$ cat src/rtl/bcd_countdown_timer_if.sv
// Keypad/run-control bundle for bcd_countdown_timer.
// The master side (keypad encoder, front panel) drives the key and control strobes.
// The slave side (the timer) returns the digit, run and status outputs.
interface bcd_countdown_timer_if #(
    parameter int MIN_DIGITS = 1
);
    logic                    key_valid;
    logic [3:0]              key_digit;
    logic                    entry_clr;
    logic                    start;
    logic                    stop;
    logic                    door_closed;
    logic                    run;
    logic [3:0]              sec_ones;
    logic [3:0]              sec_tens;
    logic [4*MIN_DIGITS-1:0] mins;
    logic                    zero;
    logic                    done;
    logic                    tick;

    modport master (
        output key_valid, key_digit, entry_clr, start, stop, door_closed,
        input  run, sec_ones, sec_tens, mins, zero, done, tick
    );

    modport slave (
        input  key_valid, key_digit, entry_clr, start, stop, door_closed,
        output run, sec_ones, sec_tens, mins, zero, done, tick
    );
endinterface

$ cat src/rtl/bcd_countdown_timer.sv
// BCD mm:ss countdown timer with keypad entry, tick prescaler and run-control FSM.
// Digits are shifted in from the right, counted down once per prescaled tick,
// and the countdown can be paused by stop or an open door and resumed by start.
// Optional macro QUICK_START_EN: start with a zero time loads 0:30 and runs.
module bcd_countdown_timer #(
    parameter int MIN_DIGITS = 1,
    parameter int CLK_HZ     = 1000,
    parameter int TICK_HZ    = 1
) (
    input logic                    clk,
    input logic                    clr,
    bcd_countdown_timer_if.slave   bus
);
    localparam int             DIV      = CLK_HZ / TICK_HZ;
    localparam int             PW       = $clog2(DIV);
    localparam logic [PW-1:0]  DIV_LAST = PW'(DIV - 1);
    localparam int             MW       = 4 * MIN_DIGITS;

    typedef enum logic [1:0] {IDLE, RUN, PAUSE, DONE} state_t;

    state_t          state_q;
    logic [3:0]      ones_q;
    logic [3:0]      tens_q;
    logic [MW-1:0]   mins_q;
    logic [PW-1:0]   presc_q;
    logic            run_q;
    logic            done_q;
    logic            tick_q;

    logic [3:0]      dec_ones;
    logic [3:0]      dec_tens;
    logic [MW-1:0]   dec_mins;
    logic            dec_zero;
    logic            borrow;
    logic            zero_w;
    logic            key_ok;
    logic            start_ok;
    logic [MW-1:0]   shift_mins;

    assign zero_w     = (ones_q == 4'd0) && (tens_q == 4'd0) && (mins_q == '0);
    assign key_ok     = bus.key_valid && (bus.key_digit <= 4'd9);
    assign start_ok   = bus.start && !bus.stop && bus.door_closed;
    assign shift_mins = MW'({mins_q, tens_q});

    // One-second BCD decrement: seconds units wrap to 9, seconds tens wrap to 5,
    // every minute digit wraps to 9, with the borrow rippling upward.
    always_comb begin
        dec_ones = ones_q;
        dec_tens = tens_q;
        dec_mins = mins_q;
        borrow   = 1'b0;
        if (ones_q != 4'd0) begin
            dec_ones = ones_q - 4'd1;
        end else begin
            dec_ones = 4'd9;
            borrow   = 1'b1;
        end
        if (borrow) begin
            if (tens_q != 4'd0) begin
                dec_tens = tens_q - 4'd1;
                borrow   = 1'b0;
            end else begin
                dec_tens = 4'd5;
            end
        end
        for (int i = 0; i < MIN_DIGITS; i++) begin
            if (borrow) begin
                if (mins_q[4*i +: 4] != 4'd0) begin
                    dec_mins[4*i +: 4] = mins_q[4*i +: 4] - 4'd1;
                    borrow             = 1'b0;
                end else begin
                    dec_mins[4*i +: 4] = 4'd9;
                end
            end
        end
        dec_zero = (dec_ones == 4'd0) && (dec_tens == 4'd0) && (dec_mins == '0);
    end

    // Run-control FSM with digit entry, prescaler and registered run/done/tick.
    always_ff @(posedge clk or posedge clr) begin
        if (clr) begin
            state_q <= IDLE;
            ones_q  <= 4'd0;
            tens_q  <= 4'd0;
            mins_q  <= '0;
            presc_q <= '0;
            run_q   <= 1'b0;
            done_q  <= 1'b0;
            tick_q  <= 1'b0;
        end else begin
            done_q <= 1'b0;
            tick_q <= 1'b0;
            unique case (state_q)
                IDLE: begin
                    if (start_ok && !zero_w) begin
                        state_q <= RUN;
                        presc_q <= '0;
                        run_q   <= 1'b1;
                    end
`ifdef QUICK_START_EN
                    else if (start_ok) begin
                        ones_q  <= 4'd0;
                        tens_q  <= 4'd3;
                        mins_q  <= '0;
                        state_q <= RUN;
                        presc_q <= '0;
                        run_q   <= 1'b1;
                    end
`endif
                    else if (bus.entry_clr) begin
                        ones_q <= 4'd0;
                        tens_q <= 4'd0;
                        mins_q <= '0;
                    end else if (key_ok) begin
                        ones_q <= bus.key_digit;
                        tens_q <= ones_q;
                        mins_q <= shift_mins;
                    end
                end
                RUN: begin
                    if (bus.stop || !bus.door_closed) begin
                        state_q <= PAUSE;
                        run_q   <= 1'b0;
                    end else if (presc_q == DIV_LAST) begin
                        presc_q <= '0;
                        tick_q  <= 1'b1;
                        ones_q  <= dec_ones;
                        tens_q  <= dec_tens;
                        mins_q  <= dec_mins;
                        if (dec_zero) begin
                            state_q <= DONE;
                            run_q   <= 1'b0;
                            done_q  <= 1'b1;
                        end
                    end else begin
                        presc_q <= presc_q + PW'(1);
                    end
                end
                PAUSE: begin
                    if (bus.stop) begin
                        state_q <= IDLE;
                        ones_q  <= 4'd0;
                        tens_q  <= 4'd0;
                        mins_q  <= '0;
                    end else if (bus.start && bus.door_closed) begin
                        state_q <= RUN;
                        run_q   <= 1'b1;
                    end
                end
                DONE: begin
                    if (key_ok) begin
                        ones_q <= bus.key_digit;
                        tens_q <= ones_q;
                        mins_q <= shift_mins;
                    end
                    if (bus.start || bus.stop || bus.key_valid) begin
                        state_q <= IDLE;
                    end
                end
                default: begin
                    state_q <= IDLE;
                end
            endcase
        end
    end

    assign bus.run      = run_q;
    assign bus.done     = done_q;
    assign bus.tick     = tick_q;
    assign bus.sec_ones = ones_q;
    assign bus.sec_tens = tens_q;
    assign bus.mins     = mins_q;
    assign bus.zero     = zero_w;
endmodule
$ cat src/flat_wrapper.sv
// flat-port wrapper written by rule: the top's interface ports become plain ports
module bcd_countdown_timer_flat 
#(
    parameter int MIN_DIGITS = 1,
    parameter int CLK_HZ     = 1000,
    parameter int TICK_HZ    = 1
)
  (clk, clr, bus_key_valid, bus_key_digit, bus_entry_clr, bus_start, bus_stop, bus_door_closed, bus_run, bus_sec_ones, bus_sec_tens, bus_mins, bus_zero, bus_done, bus_tick);
  bcd_countdown_timer_if #(.MIN_DIGITS(MIN_DIGITS)) bus_i ();
  input logic clk;
  input logic clr;
  input wire logic [$bits(bus_i.key_valid)-1:0] bus_key_valid;
  input wire logic [$bits(bus_i.key_digit)-1:0] bus_key_digit;
  input wire logic [$bits(bus_i.entry_clr)-1:0] bus_entry_clr;
  input wire logic [$bits(bus_i.start)-1:0] bus_start;
  input wire logic [$bits(bus_i.stop)-1:0] bus_stop;
  input wire logic [$bits(bus_i.door_closed)-1:0] bus_door_closed;
  output wire logic [$bits(bus_i.run)-1:0] bus_run;
  output wire logic [$bits(bus_i.sec_ones)-1:0] bus_sec_ones;
  output wire logic [$bits(bus_i.sec_tens)-1:0] bus_sec_tens;
  output wire logic [$bits(bus_i.mins)-1:0] bus_mins;
  output wire logic [$bits(bus_i.zero)-1:0] bus_zero;
  output wire logic [$bits(bus_i.done)-1:0] bus_done;
  output wire logic [$bits(bus_i.tick)-1:0] bus_tick;
  assign bus_i.key_valid = bus_key_valid;
  assign bus_i.key_digit = bus_key_digit;
  assign bus_i.entry_clr = bus_entry_clr;
  assign bus_i.start = bus_start;
  assign bus_i.stop = bus_stop;
  assign bus_i.door_closed = bus_door_closed;
  assign bus_run = bus_i.run;
  assign bus_sec_ones = bus_i.sec_ones;
  assign bus_sec_tens = bus_i.sec_tens;
  assign bus_mins = bus_i.mins;
  assign bus_zero = bus_i.zero;
  assign bus_done = bus_i.done;
  assign bus_tick = bus_i.tick;
  bcd_countdown_timer #(.MIN_DIGITS(MIN_DIGITS), .CLK_HZ(CLK_HZ), .TICK_HZ(TICK_HZ)) u_core (.clk(clk), .clr(clr), .bus(bus_i));
endmodule
$ cat config.mk
export PLATFORM = sky130hd
export DESIGN_NAME = bcd_countdown_timer_flat
export DESIGN_NICKNAME = d
export VERILOG_FILES = /design/src/rtl/bcd_countdown_timer_if.sv /design/src/rtl/bcd_countdown_timer.sv /design/src/flat_wrapper.sv
export SDC_FILE = /design/constraint.sdc
export NUM_CORES = 1
export LEC_CHECK = 0
export CAP_MARGIN = 20
export CORE_MARGIN = 8
export CORE_UTILIZATION = 48
export CTS_CLUSTER_SIZE = 8
export DETAILED_ROUTE_END_ITERATION = 8
export GPL_TIMING_DRIVEN = 0
export PLACE_DENSITY = 0.72
export SLEW_MARGIN = 15
export SYNTH_ARGS = -nofsm -noshare
export SYNTH_HDL_FRONTEND = slang
export SYNTH_SLANG_ARGS = --single-unit
$ cat constraint.sdc
create_clock -name clk -period 3.6 [get_ports clk]
set_clock_uncertainty 0.2 [all_clocks]
set_input_delay 0.36 -clock clk [delete_from_list [all_inputs] [get_ports clk]]
set_output_delay 0.36 -clock clk [all_outputs]
set_load 0.01 [all_outputs]
==> tab_implementation.tex, run 1 <==
\begin{tabular}{lr}
\hline
Metric & Value \\
\hline
\multicolumn{2}{l}{\textbf{Cells and area}} \\
Leading cell type in the layout, fill and taps excluded & dfrtp\_1 \\
Share of post-route cells with drive strength above 1 & 11.2\% \\
Number of diodes added for antenna fixing & 0 \\
Nets & 236 \\
Highest-count cells in the layout ignoring fill and taps & 27 x dfrtp\_1, 26 x clkdlybuf4s50\_1, 20 x nand2\_1 \\
Layout overhead on the synthesized area & 21.6\% \\
\multicolumn{2}{l}{\textbf{Critical path}} \\
Number of cell instances on the worst register-to-register path & 6 \\
Critical path start-end classification & register to output pin \\
Worst Path Required & 3.04 ns \\
Crit path buffers/inverters & 3 \\
Crit-path slowest cell & clkdlybuf4s50\_1 \\
Launching element type of the critical path & register \\
CP Capture Type & output pin \\
Worst Path Max Fanout & 10 \\
Stage delay of the slowest cell on the critical path & between 0.5 and 0.6 ns \\
Worst reg2reg setup slack & 1.28 ns \\
Worst r2r dst & u\_core.presc\_q[5] \\
Arrival time at the worst endpoint & about 2.3 ns \\
Cell family contributing the most delay on the critical path & buffers and inverters \\
CP cell instances & clkbuf\_1 > nor3\_1 > nand4\_2 > inv\_1 > clkdlybuf4s50\_1 \\
Startpoint of the lowest-slack register-to-register path & u\_core.presc\_q[0] \\
\multicolumn{2}{l}{\textbf{Synth}} \\
\#FFs+latches synth & 27 \\
Gate count of the mapped netlist & between 150 and 200 \\
Netlist Area Pre-Place & 1740 um\^{}2 \\
Number of distinct library cell variants in the gate-level netlist after synthesis & 53 \\
Ys Warns & 0 \\
Top FF cell, synth & dfrtp\_1 \\
Post-Synthesis Net Count & around 200 \\
Sequential cell area fraction in the yosys report & 38.9\% \\
Share of flip-flops with an asynchronous set or reset after synthesis & 100\% \\
Synth Area per Inst & 9.05 um\^{}2 \\
Count of flip-flops with a built-in enable after synthesis & 0 \\
\multicolumn{2}{l}{\textbf{Timing}} \\
Max Clk Rate & 355 MHz \\
Setup TNS & 0 ns \\
Shortest clock period the worst path allows after layout & 2.81 ns \\
Setup repair after global routing missed its margin & no \\
Worst slew pin tran & 0.920 ns \\
Finish-stage setup viols & 0 \\
Final Hold Slack & 0.0814 ns \\
Remaining max-slew budget at the tightest pin & approximately two fifths \\
Share of the cycle needed by the critical path after routing & between 70\% and 80\% \\
Count of pins over their slew limit & 0 \\
Final-report hold violation count & 0 \\
\multicolumn{2}{l}{\textbf{Die}} \\
Die width & between 70 and 80 um \\
Die area & roughly 5800 um\^{}2 \\
Total number of placement rows & 22 \\
Initial core utilization & 48.5\% \\
Core Footprint & 3580 um\^{}2 \\
Die Y-Extent & 76.2 um \\
Top-level port count & 27 \\
\multicolumn{2}{l}{\textbf{Routing}} \\
Residual antenna-violating net count after detailed routing & 0 \\
Iter 0 DRT Violations & 124 \\
Post-detailed-routing wire length & 4210 um \\
Average vias per placed instance & 5.83 \\
Remaining routing DRC violations & 0 \\
Via count & 1581 \\
Drt pass-1 iters & 4 \\
Routed wirelength normalized by instance count & $\sim$16 um \\
\multicolumn{2}{l}{\textbf{Power and ir drop}} \\
Worst IR Drop VDD & approximately 0.33 mV \\
P per Cell Area & around 690 nW/um\^{}2 \\
Leakage & 0.000840 uW \\
\multicolumn{2}{l}{\textbf{Place}} \\
Placed wire-length estimate after detailed placement & 3140 um \\
GP Congestion & about 0.86 \\
Count of port buffers added during placement & 26 \\
\multicolumn{2}{l}{\textbf{Run status}} \\
Outcome & completed \\
\multicolumn{2}{l}{\textbf{CTS}} \\
Htree depth & 1 \\
Clock buffer count from CTS & 3 \\
Post-CTS repair timing setup buffer count & 0 \\
\# hold bufs at CTS & 0 \\
CTS tree & built \\
Maximum number of buffers from clock root to sink & 2 \\
Clk root buf & clkbuf\_4 \\
Post-cts resize count & 0 \\
Worst-skew pair later-pin latency & 0.32 ns \\
Clock-pin slew on the worst setup and hold paths & about 0.15 ns \\
Number of sinks on the clock net & 27 \\
\multicolumn{2}{l}{\textbf{Global routing}} \\
Total global routing track utilization & 14.5\% \\
Global-route wire length before repair & 7200 um \\
Number of global-route vias before repair & 1528 \\
Residual overflow from global routing & 0 \\
Number of antenna violations at the first check in global routing & 0 \\
Pin count of the biggest net entering global routing & 28 \\
\multicolumn{2}{l}{\textbf{Run}} \\
Max capacitance violation total & 0 \\
\multicolumn{2}{l}{\textbf{Min path}} \\
Min-delay worst type & input pin to asynchronous set/reset pin \\
\hline
\end{tabular}
[cell families after synthesis]
| kind of cell | Yosys count | synth area share, % |
|---|---|---|
| xor gates and xnor gates | 4 | 2.02 |
| muxes | 3 | 1.87 |
| buffers and inverters | 13 | 4.11 |
| and+or+nand+nor | 79 | 25.9 |
| AOI/OAI and AO/OA | 65 | 26.4 |
| DFF | 27 | 38.9 |
| adders and majority gates | 1 | 0.720 |
[Yosys cell counts (2+ instances only)]
master     count  area share [%]
xor2_1         2             1.0
and2_1         2            0.72
o2bb2ai_1      9             4.5
nor3_1         6             1.7
nor2b_1        4             1.4
nand4_1        2            0.72
nand3_1        8             2.3
inv_1          3            0.65
xnor2_1        2             1.0
mux2_2         2             1.3
nand2b_1       4             1.4
buf_2          3            0.86
a21oi_1       11             3.2
and3_1         2            0.72
nand2_1       20             4.3
nor2_1        16             3.5
o211ai_1       2            0.86
o31ai_1        6             2.6
dfrtp_1       27              39
buf_6          2             1.3
a22oi_1        5             2.2
o21ai_0       17             4.9
nand2_2        2            0.72
a32o_1         3             1.7
clkbuf_1       4            0.86
[state kept, by name, summed over array words and instances, names as in the netlist]
| register | cells |
|---|---|
| u_core.presc_q | 10 |
| u_core.bus.sec_ones | 4 |
| u_core.state_q | 2 |
| u_core.bus.tick | 1 |
| u_core.bus.run | 1 |
| u_core.bus.mins | 4 |
| u_core.bus.done | 1 |
| u_core.bus.sec_tens | 4 |
[worst max path at each step]
stage	start	end	slack, ns	cells after the start
2_1_floorplan	u_core.bus.sec_ones[3]	u_core.bus.run	1.56	6
4_1_cts	u_core.bus.sec_ones[0]	bus_zero	0.76	5
5_1_grt	u_core.bus.sec_ones[0]	bus_zero	0.65	5
3_3_place_gp	bus_key_digit[2]	u_core.bus.mins[3]	1.20	7
3_5_place_dp	u_core.bus.sec_ones[0]	bus_zero	1.16	5
6_report	u_core.bus.sec_ones[0]	bus_zero	0.79	5
[layout make-up]
type / instances / area, um^2
Sequential cell: 27 / 676
Buffer: 10 / 60.1
Inverter: 3 / 11.3
Fill cell: 309 / 1470
Clock inverter: 1 / 5.00
Timing Repair Buffer: 27 / 288
Tap cell: 48 / 60.1
Clock buffer: 3 / 22.5
Multi-Input combinational cell: 152 / 990
[stage by stage]
stage	utilization, %	setup slack [ns]	area [um^2]	instances	power, uW
after floorplan	-	1.56	1740	192	1050
after global placement	57.5	1.20	2060	266	1300
after detailed placement	57.5	1.16	2060	266	1320
after CTS	58.3	0.765	2080	270	1460
after global routing	59.0	0.646	2110	271	1570
final	59.0	0.786	2110	271	1460
[report_power, final]
part | internal, uW | switching (uW)
logic | 390 | 477
registers | 374 | 86.9
clock network | 41.6 | 90.7
total | 806 | 655
[layer usage]
layer	share of wire [%]	GRT usage (%)	vias to the layer above
met4	1.4	4.81	0
met1	42	17.0	749
li1	-	-	787
met2	53	25.9	37
met3	3.8	2.59	8
met5	0	0	-
[worst register-to-register path, stage by stage (launching register included)]
cell and delay (ns):
dfrtp_1 0.39, ha_1 0.22, nand2_1 0.13, o31ai_1 0.81, and2b_1 0.26, o21ai_0 0.13
o31ai_1 0.09
No activity file was read; power rests on OpenSTA's default activity.
==> run 2: changes to the inputs <==
- clock period: 3.6 -> 2.6 ns (I/O delays scaled with it)
==> run 2 against run 1 <==
Effect of this change:
- clock power increased by 41%
- die area unchanged
- largest cell class unchanged
- largest power group unchanged
- highest routed layer unchanged
- critical endpoint unchanged
- setup slack got worse by 0.68 ns
- first-iteration DRC count increased by 2.4%
- global-route usage increased by 0.074 points
- cell area increased by 2.1%
==> tab_implementation.tex, run 2 (synthesis results as in run 1) <==
\begin{tabular}{lr}
\hline
Metric & Value \\
\hline
\multicolumn{2}{l}{\textbf{Routing}} \\
Met2 wire length & 2290 um (+3.4\%) \\
Post-detailed-routing wire length & 4290 um (+2.0\%) \\
Highest signal layer in the routed design & met4 \\
Via count & 1625 (+2.8\%) \\
Iter 0 DRT Violations & 127 (+2.4\%) \\
Metal-1 WL & 1760 um (-1.1\%) \\
Wire length on met3 & 198 um (+25\%) \\
Routed wirelength normalized by instance count & 15.8 um (+1.6\%) \\
Average vias per placed instance & 5.97 (+2.4\%) \\
Drt pass-1 iters & 4 (unchanged) \\
Remaining routing DRC violations & 0 (unchanged) \\
Residual antenna-violating net count after detailed routing & 0 (unchanged) \\
\multicolumn{2}{l}{\textbf{Global routing}} \\
Number of antenna violations at the first check in global routing & 0 (unchanged) \\
Residual overflow from global routing & 0 (unchanged) \\
Pin count of the biggest net entering global routing & 28 (unchanged) \\
Global-route wire length before repair & 7240 um (+0.58\%) \\
Total global routing track utilization & 14.6\% (+0.074 points) \\
Number of global-route vias before repair & 1534 (+0.39\%) \\
\multicolumn{2}{l}{\textbf{CTS}} \\
CTS tree & built \\
Clock buffer count from CTS & 3 (unchanged) \\
Number of sinks on the clock net & 27 (unchanged) \\
Clk root buf & clkbuf\_4 \\
Clock-pin slew on the worst setup and hold paths & 0.15 ns (about the same) \\
Worst-skew pair later-pin latency & 0.32 ns (about the same) \\
Htree depth & 1 (unchanged) \\
Maximum number of buffers from clock root to sink & 2 (unchanged) \\
\multicolumn{2}{l}{\textbf{Die}} \\
Die width & 76.2 um (unchanged) \\
Total number of placement rows & 22 (unchanged) \\
Core Footprint & 3580 um\^{}2 (unchanged) \\
Die area & 5800 um\^{}2 (unchanged) \\
Initial core utilization & 48.5\% (unchanged) \\
Top-level port count & 27 (unchanged) \\
Die Y-Extent & 76.2 um (unchanged) \\
\multicolumn{2}{l}{\textbf{Cells and area}} \\
Leading cell type in the layout, fill and taps excluded & dfrtp\_1 \\
Highest-count cells in the layout ignoring fill and taps & 27 x dfrtp\_1, 26 x clkdlybuf4s50\_1, 20 x nand2\_1 \\
Non-filler cells in the finished layout & 272 (+0.37\%) \\
Layout overhead on the synthesized area & 24.1\% \\
Number of diodes added for antenna fixing & 0 (unchanged) \\
Share of post-route cells with drive strength above 1 & 12.5\% (+1.3 points) \\
Number of flip-flops under the largest register name & 10 (unchanged) \\
Number of fillers in the final layout & 295 (-4.5\%) \\
Largest Register & u\_core.presc\_q \\
Nets & 237 (+0.42\%) \\
\multicolumn{2}{l}{\textbf{Power and ir drop}} \\
Leakage & 0.000858 uW (+2.1\%) \\
Worst IR Drop VDD & 0.462 mV (+39\%) \\
P per Cell Area & 976 nW/um\^{}2 (+41\%) \\
\multicolumn{2}{l}{\textbf{Timing}} \\
Crit path setup slack, layout & 0.104 ns (-0.682 ns) \\
Remaining max-slew budget at the tightest pin & 40.2\% (+2.0 points) \\
Final Hold Slack & 0.322 ns (+0.240 ns) \\
Worst slew pin tran & 0.890 ns (-0.0304 ns) \\
Count of pins over their slew limit & 0 (unchanged) \\
Max Clk Rate & 401 MHz \\
Shortest clock period the worst path allows after layout & 2.50 ns \\
Finish-stage setup viols & 0 (unchanged) \\
Final-report hold violation count & 0 (unchanged) \\
Share of the cycle needed by the critical path after routing & a little over nine tenths \\
Setup repair after global routing missed its margin & no \\
Setup TNS & 0 ns (unchanged) \\
\multicolumn{2}{l}{\textbf{Critical path}} \\
Launch point of the critical path & u\_core.bus.sec\_ones[2] \\
Worst Path Max Fanout & 8 (-2) \\
Startpoint of the lowest-slack register-to-register path & u\_core.presc\_q[0] \\
Launching element type of the critical path & register \\
CP Capture Type & output pin \\
Arrival time at the worst endpoint & 2.04 ns (-0.21 ns) \\
Critical path start-end classification & register to output pin \\
Worst Path Required & 2.14 ns (-0.90 ns) \\
\multicolumn{2}{l}{\textbf{Run status}} \\
Outcome & completed \\
\multicolumn{2}{l}{\textbf{Run}} \\
Max capacitance violation total & 0 (unchanged) \\
\multicolumn{2}{l}{\textbf{Place}} \\
Setup slack at placement & 0.262 ns (-0.900 ns) \\
Placed wire-length estimate after detailed placement & 3140 um (unchanged) \\
GP Congestion & 0.855 (unchanged) \\
Count of port buffers added during placement & 26 (unchanged) \\
Total instance count after detailed placement & 266 (unchanged) \\
\multicolumn{2}{l}{\textbf{Min path}} \\
Min-delay worst type & register to register \\
Source of the worst hold timing path & u\_core.bus.run \\
\hline
\end{tabular}
## run 2: cell count changes in the layout (fill, tap and decap cells not counted), sizes merged
cell and change:
buf +2, clkbuf -2, dlygate4sd3 +1
## run 2: path summary, 6_finish.rpt
| check | endpoint | slack [ns] | cells past startpoint |
|---|---|---|---|
| setup / recovery | bus_zero | 0.10 | 4 |
| setup reg to reg | u_core.presc_q[5] | 0.30 | 6 |
| min in group asynchronous | u_core.bus.sec_tens[3] | 0.53 | 3 |
| max in group asynchronous | u_core.state_q[1] | 1.27 | 4 |
| hold reg to reg | u_core.bus.run | 0.32 | 1 |
| hold / removal | u_core.bus.run | 0.32 | 1 |
## run 2: area by class of cell
class                           instances  area, um^2  share of cell area (%)
Multi-Input combinational cell        152        1020                    47.1
Buffer                                  8        52.6                    2.44
Sequential cell                        27         676                    31.3
Inverter                                3        11.3                   0.522
Tap cell                               48        60.1                    2.79
Clock inverter                          1        5.00                   0.232
Clock buffer                            3        22.5                    1.04
Timing Repair Buffer                   30         313                    14.5
## run 2: stage by stage
stage / util (%) / power, uW / instance area (um^2)
detailed placement: 57.5 / 1830 / 2060
global route: 60.2 / 2260 / 2160
CTS: 58.6 / 2050 / 2100
finish: 60.2 / 2100 / 2160
global placement: 57.5 / 1800 / 2060
floorplan: - / 1460 / 1740
## run 2: worst max-delay path, cell delays in order (launching register included)
cell	delay (ns)
dfrtp_1	0.52
nor4_4	0.40
nand4_4	0.18
inv_1	0.08
clkdlybuf4s50_1	0.53
## run 2: timing repair
action / 4_1_cts / 5_1_grt
endpoints found under the hold margin: 0 / 11
gates resized for setup: 1 / 3
gates cloned: 0 / 0
hold buffers: 0 / 1
setup buffers: 1 / 1
endpoints found under the setup margin: 1 / 1
pin swaps: 1 / 1
## run 2: layer usage
| metal | GRT usage (%) | vias to the layer above |
|---|---|---|
| met5 | 0 | - |
| met4 | 4.81 | 0 |
| met3 | 2.59 | 4 |
| met2 | 26.0 | 39 |
| met1 | 17.0 | 792 |
| li1 | - | 790 |
## run 2: power breakdown
group          total (uW)  internal, uW  switching (uW)
Sequential            677           517             160
Combinational        1240           586             655
Clock                 186          57.7             129
==> run 3: changes to the inputs <==
- CTS_BUF_LIST: default -> sky130_fd_sc_hd__clkbuf_8
==> run 3 against run 2 <==
Effect of this change:
- combinational power about the same
- sequential share of layout area up 0.091 points
- global-route usage down 0.099 points
- clock power up 30%
- non-clock buffer count unchanged
- final cell count unchanged
- critical endpoint unchanged
- largest cell class unchanged
==> tab_implementation.tex, run 3 (synthesis results as in run 1) <==
\begin{tabular}{lr}
\hline
Metric & Value \\
\hline
\multicolumn{2}{l}{\textbf{Cells and area}} \\
Number of diodes added for antenna fixing & 0 (unchanged) \\
Nets & 237 (unchanged) \\
Layout Utilization & 60.1\% (-0.17 points) \\
Layout overhead on the synthesized area & 23.8\% \\
Share of post-route cells with drive strength above 1 & 12.1\% (-0.45 points) \\
Largest Register & u\_core.presc\_q \\
Leading cell type in the layout, fill and taps excluded & dfrtp\_1 \\
Number of fillers in the final layout & 305 (+3.4\%) \\
Highest-count cells in the layout ignoring fill and taps & 27 x dfrtp\_1, 26 x clkdlybuf4s50\_1, 20 x nand2\_1 \\
Number of flip-flops under the largest register name & 10 (unchanged) \\
\multicolumn{2}{l}{\textbf{Critical path}} \\
Cell family contributing the most delay on the critical path & buffers and inverters \\
CP cell instances & clkbuf\_1 > nor3\_2 > nand4\_2 > inv\_1 > clkdlybuf4s50\_1 \\
Crit path buffers/inverters & 3 (+1) \\
Worst Path Max Fanout & 10 (+2) \\
Worst Path Required & 2.14 ns (about the same) \\
Critical path start-end classification & register to output pin \\
Stage delay of the slowest cell on the critical path & 0.53 ns (about the same) \\
Launching element type of the critical path & register \\
Crit-path slowest cell & clkdlybuf4s50\_1 \\
Arrival time at the worst endpoint & 2.05 ns (about the same) \\
CP Capture Type & output pin \\
\multicolumn{2}{l}{\textbf{Global routing}} \\
Total global routing track utilization & 14.5\% (-0.099 points) \\
Pin count of the biggest net entering global routing & 28 (unchanged) \\
Number of antenna violations at the first check in global routing & 0 (unchanged) \\
Residual overflow from global routing & 0 (unchanged) \\
Number of global-route vias before repair & 1534 (unchanged) \\
Global-route wire length before repair & 7200 um (-0.48\%) \\
\multicolumn{2}{l}{\textbf{Power and ir drop}} \\
Worst IR Drop VDD & 0.473 mV (+2.2\%) \\
P per Cell Area & 986 nW/um\^{}2 (+0.99\%) \\
Leakage & 0.000858 uW (about the same) \\
Final Total Pwr & 2120 uW (+0.69\%) \\
\multicolumn{2}{l}{\textbf{CTS}} \\
Clock-pin slew on the worst setup and hold paths & 0.10 ns (-0.05 ns) \\
\# hold bufs at CTS & 0 (unchanged) \\
Maximum number of buffers from clock root to sink & 2 (unchanged) \\
Number of sinks on the clock net & 27 (unchanged) \\
Clock buffer count from CTS & 3 (unchanged) \\
Worst-skew pair later-pin latency & 0.27 ns (-0.05 ns) \\
CTS tree & built \\
Clk root buf & clkbuf\_8 \\
Htree depth & 1 (unchanged) \\
\multicolumn{2}{l}{\textbf{Die}} \\
Core Footprint & 3580 um\^{}2 (unchanged) \\
Initial core utilization & 48.5\% (unchanged) \\
Top-level port count & 27 (unchanged) \\
Die area & 5800 um\^{}2 (unchanged) \\
Die Y-Extent & 76.2 um (unchanged) \\
Die width & 76.2 um (unchanged) \\
Total number of placement rows & 22 (unchanged) \\
\multicolumn{2}{l}{\textbf{Timing}} \\
Max Clk Rate & 398 MHz (-0.72\%) \\
Crit path setup slack, layout & 0.0855 ns (-0.0181 ns) \\
Setup TNS & 0 ns (unchanged) \\
Finish-stage setup viols & 0 (unchanged) \\
Setup repair after global routing missed its margin & no \\
Remaining max-slew budget at the tightest pin & 37.9\% (-2.3 points) \\
Count of pins over their slew limit & 0 (unchanged) \\
Shortest clock period the worst path allows after layout & 2.51 ns (+0.0181 ns) \\
Worst slew pin tran & 0.923 ns (+0.0337 ns) \\
Final-report hold violation count & 0 (unchanged) \\
Share of the cycle needed by the critical path after routing & 96.7\% (+0.70 points) \\
\multicolumn{2}{l}{\textbf{Routing}} \\
Residual antenna-violating net count after detailed routing & 0 (unchanged) \\
Average vias per placed instance & 5.92 (-0.98\%) \\
Iter 0 DRT Violations & 98 (-23\%) \\
Routed wirelength normalized by instance count & 15.7 um (-0.72\%) \\
Post-detailed-routing wire length & 4260 um (-0.72\%) \\
Drt pass-1 iters & 4 (unchanged) \\
Remaining routing DRC violations & 0 (unchanged) \\
Via count & 1609 (-0.98\%) \\
\multicolumn{2}{l}{\textbf{Run status}} \\
Outcome & completed \\
\multicolumn{2}{l}{\textbf{Place}} \\
GP Congestion & 0.855 (unchanged) \\
Setup slack at placement & 0.262 ns (unchanged) \\
Placed wire-length estimate after detailed placement & 3140 um (unchanged) \\
Count of port buffers added during placement & 26 (unchanged) \\
\multicolumn{2}{l}{\textbf{Run}} \\
Max capacitance violation total & 0 (unchanged) \\
\multicolumn{2}{l}{\textbf{Min path}} \\
Min-delay worst type & input pin to asynchronous set/reset pin \\
\hline
\end{tabular}
-- run 3: worst paths after layout --
check | from | to | slack [ns] | cells past startpoint
worst max-delay path | u_core.bus.sec_ones[0] | bus_zero | 0.09 | 5
max in group asynchronous | clr | u_core.state_q[0] | 1.75 | 3
worst min-delay path | clr | u_core.bus.sec_tens[3] | 0.05 | 2
worst min register to register | u_core.bus.run | u_core.bus.run | 0.31 | 1
worst max register to register | u_core.presc_q[0] | u_core.presc_q[5] | 0.28 | 6
min in group clk | u_core.bus.run | u_core.bus.run | 0.31 | 1
-- run 3: repair_timing --
| item | 4_1_cts | 5_1_grt |
|---|---|---|
| endpoints found under the hold margin | 0 | 0 |
| endpoints found under the setup margin | 1 | 1 |
| buffers inserted | 1 | 0 |
| pin swaps | 1 | 0 |
| resized for setup | 1 | 1 |
| gates cloned | 0 | 0 |
-- run 3: cell type report --
| class | count | area (um^2) | area share, % |
|---|---|---|---|
| Buffer | 10 | 60.1 | 2.79 |
| Multi-Input combinational cell | 152 | 1000 | 46.6 |
| Inverter | 3 | 11.3 | 0.524 |
| Tap cell | 48 | 60.1 | 2.79 |
| Clock buffer | 3 | 41.3 | 1.92 |
| Sequential cell | 27 | 676 | 31.4 |
| Timing Repair Buffer | 28 | 295 | 13.7 |
| Clock inverter | 1 | 5.00 | 0.233 |
-- run 3: where the power goes --
part	leakage [uW]	total [uW]	switching (uW)	internal, uW
combinational	0.000466	1230	668	565
sequential	0.000366	645	126	518
clock	0.0000255	242	134	107
-- run 3: through the flow --
step | hold slack [ns] | area, um^2 | cells
detailed placement | 0.296 | 2060 | 266
global placement | 0.281 | 2060 | 266
CTS | 0.313 | 2120 | 271
finish | 0.0519 | 2150 | 272
floorplan | 0.113 | 1740 | 192
global route | 0.0755 | 2150 | 272
-- run 3: layer usage --
layer  vias up  wire length [um]  global-route usage [%]
met5         -                 0                       0
met4         0                57                    4.81
met3         6               180                    2.24
met2        37              2250                    26.0
met1       778              1770                    17.0
li1        788                 -                       -
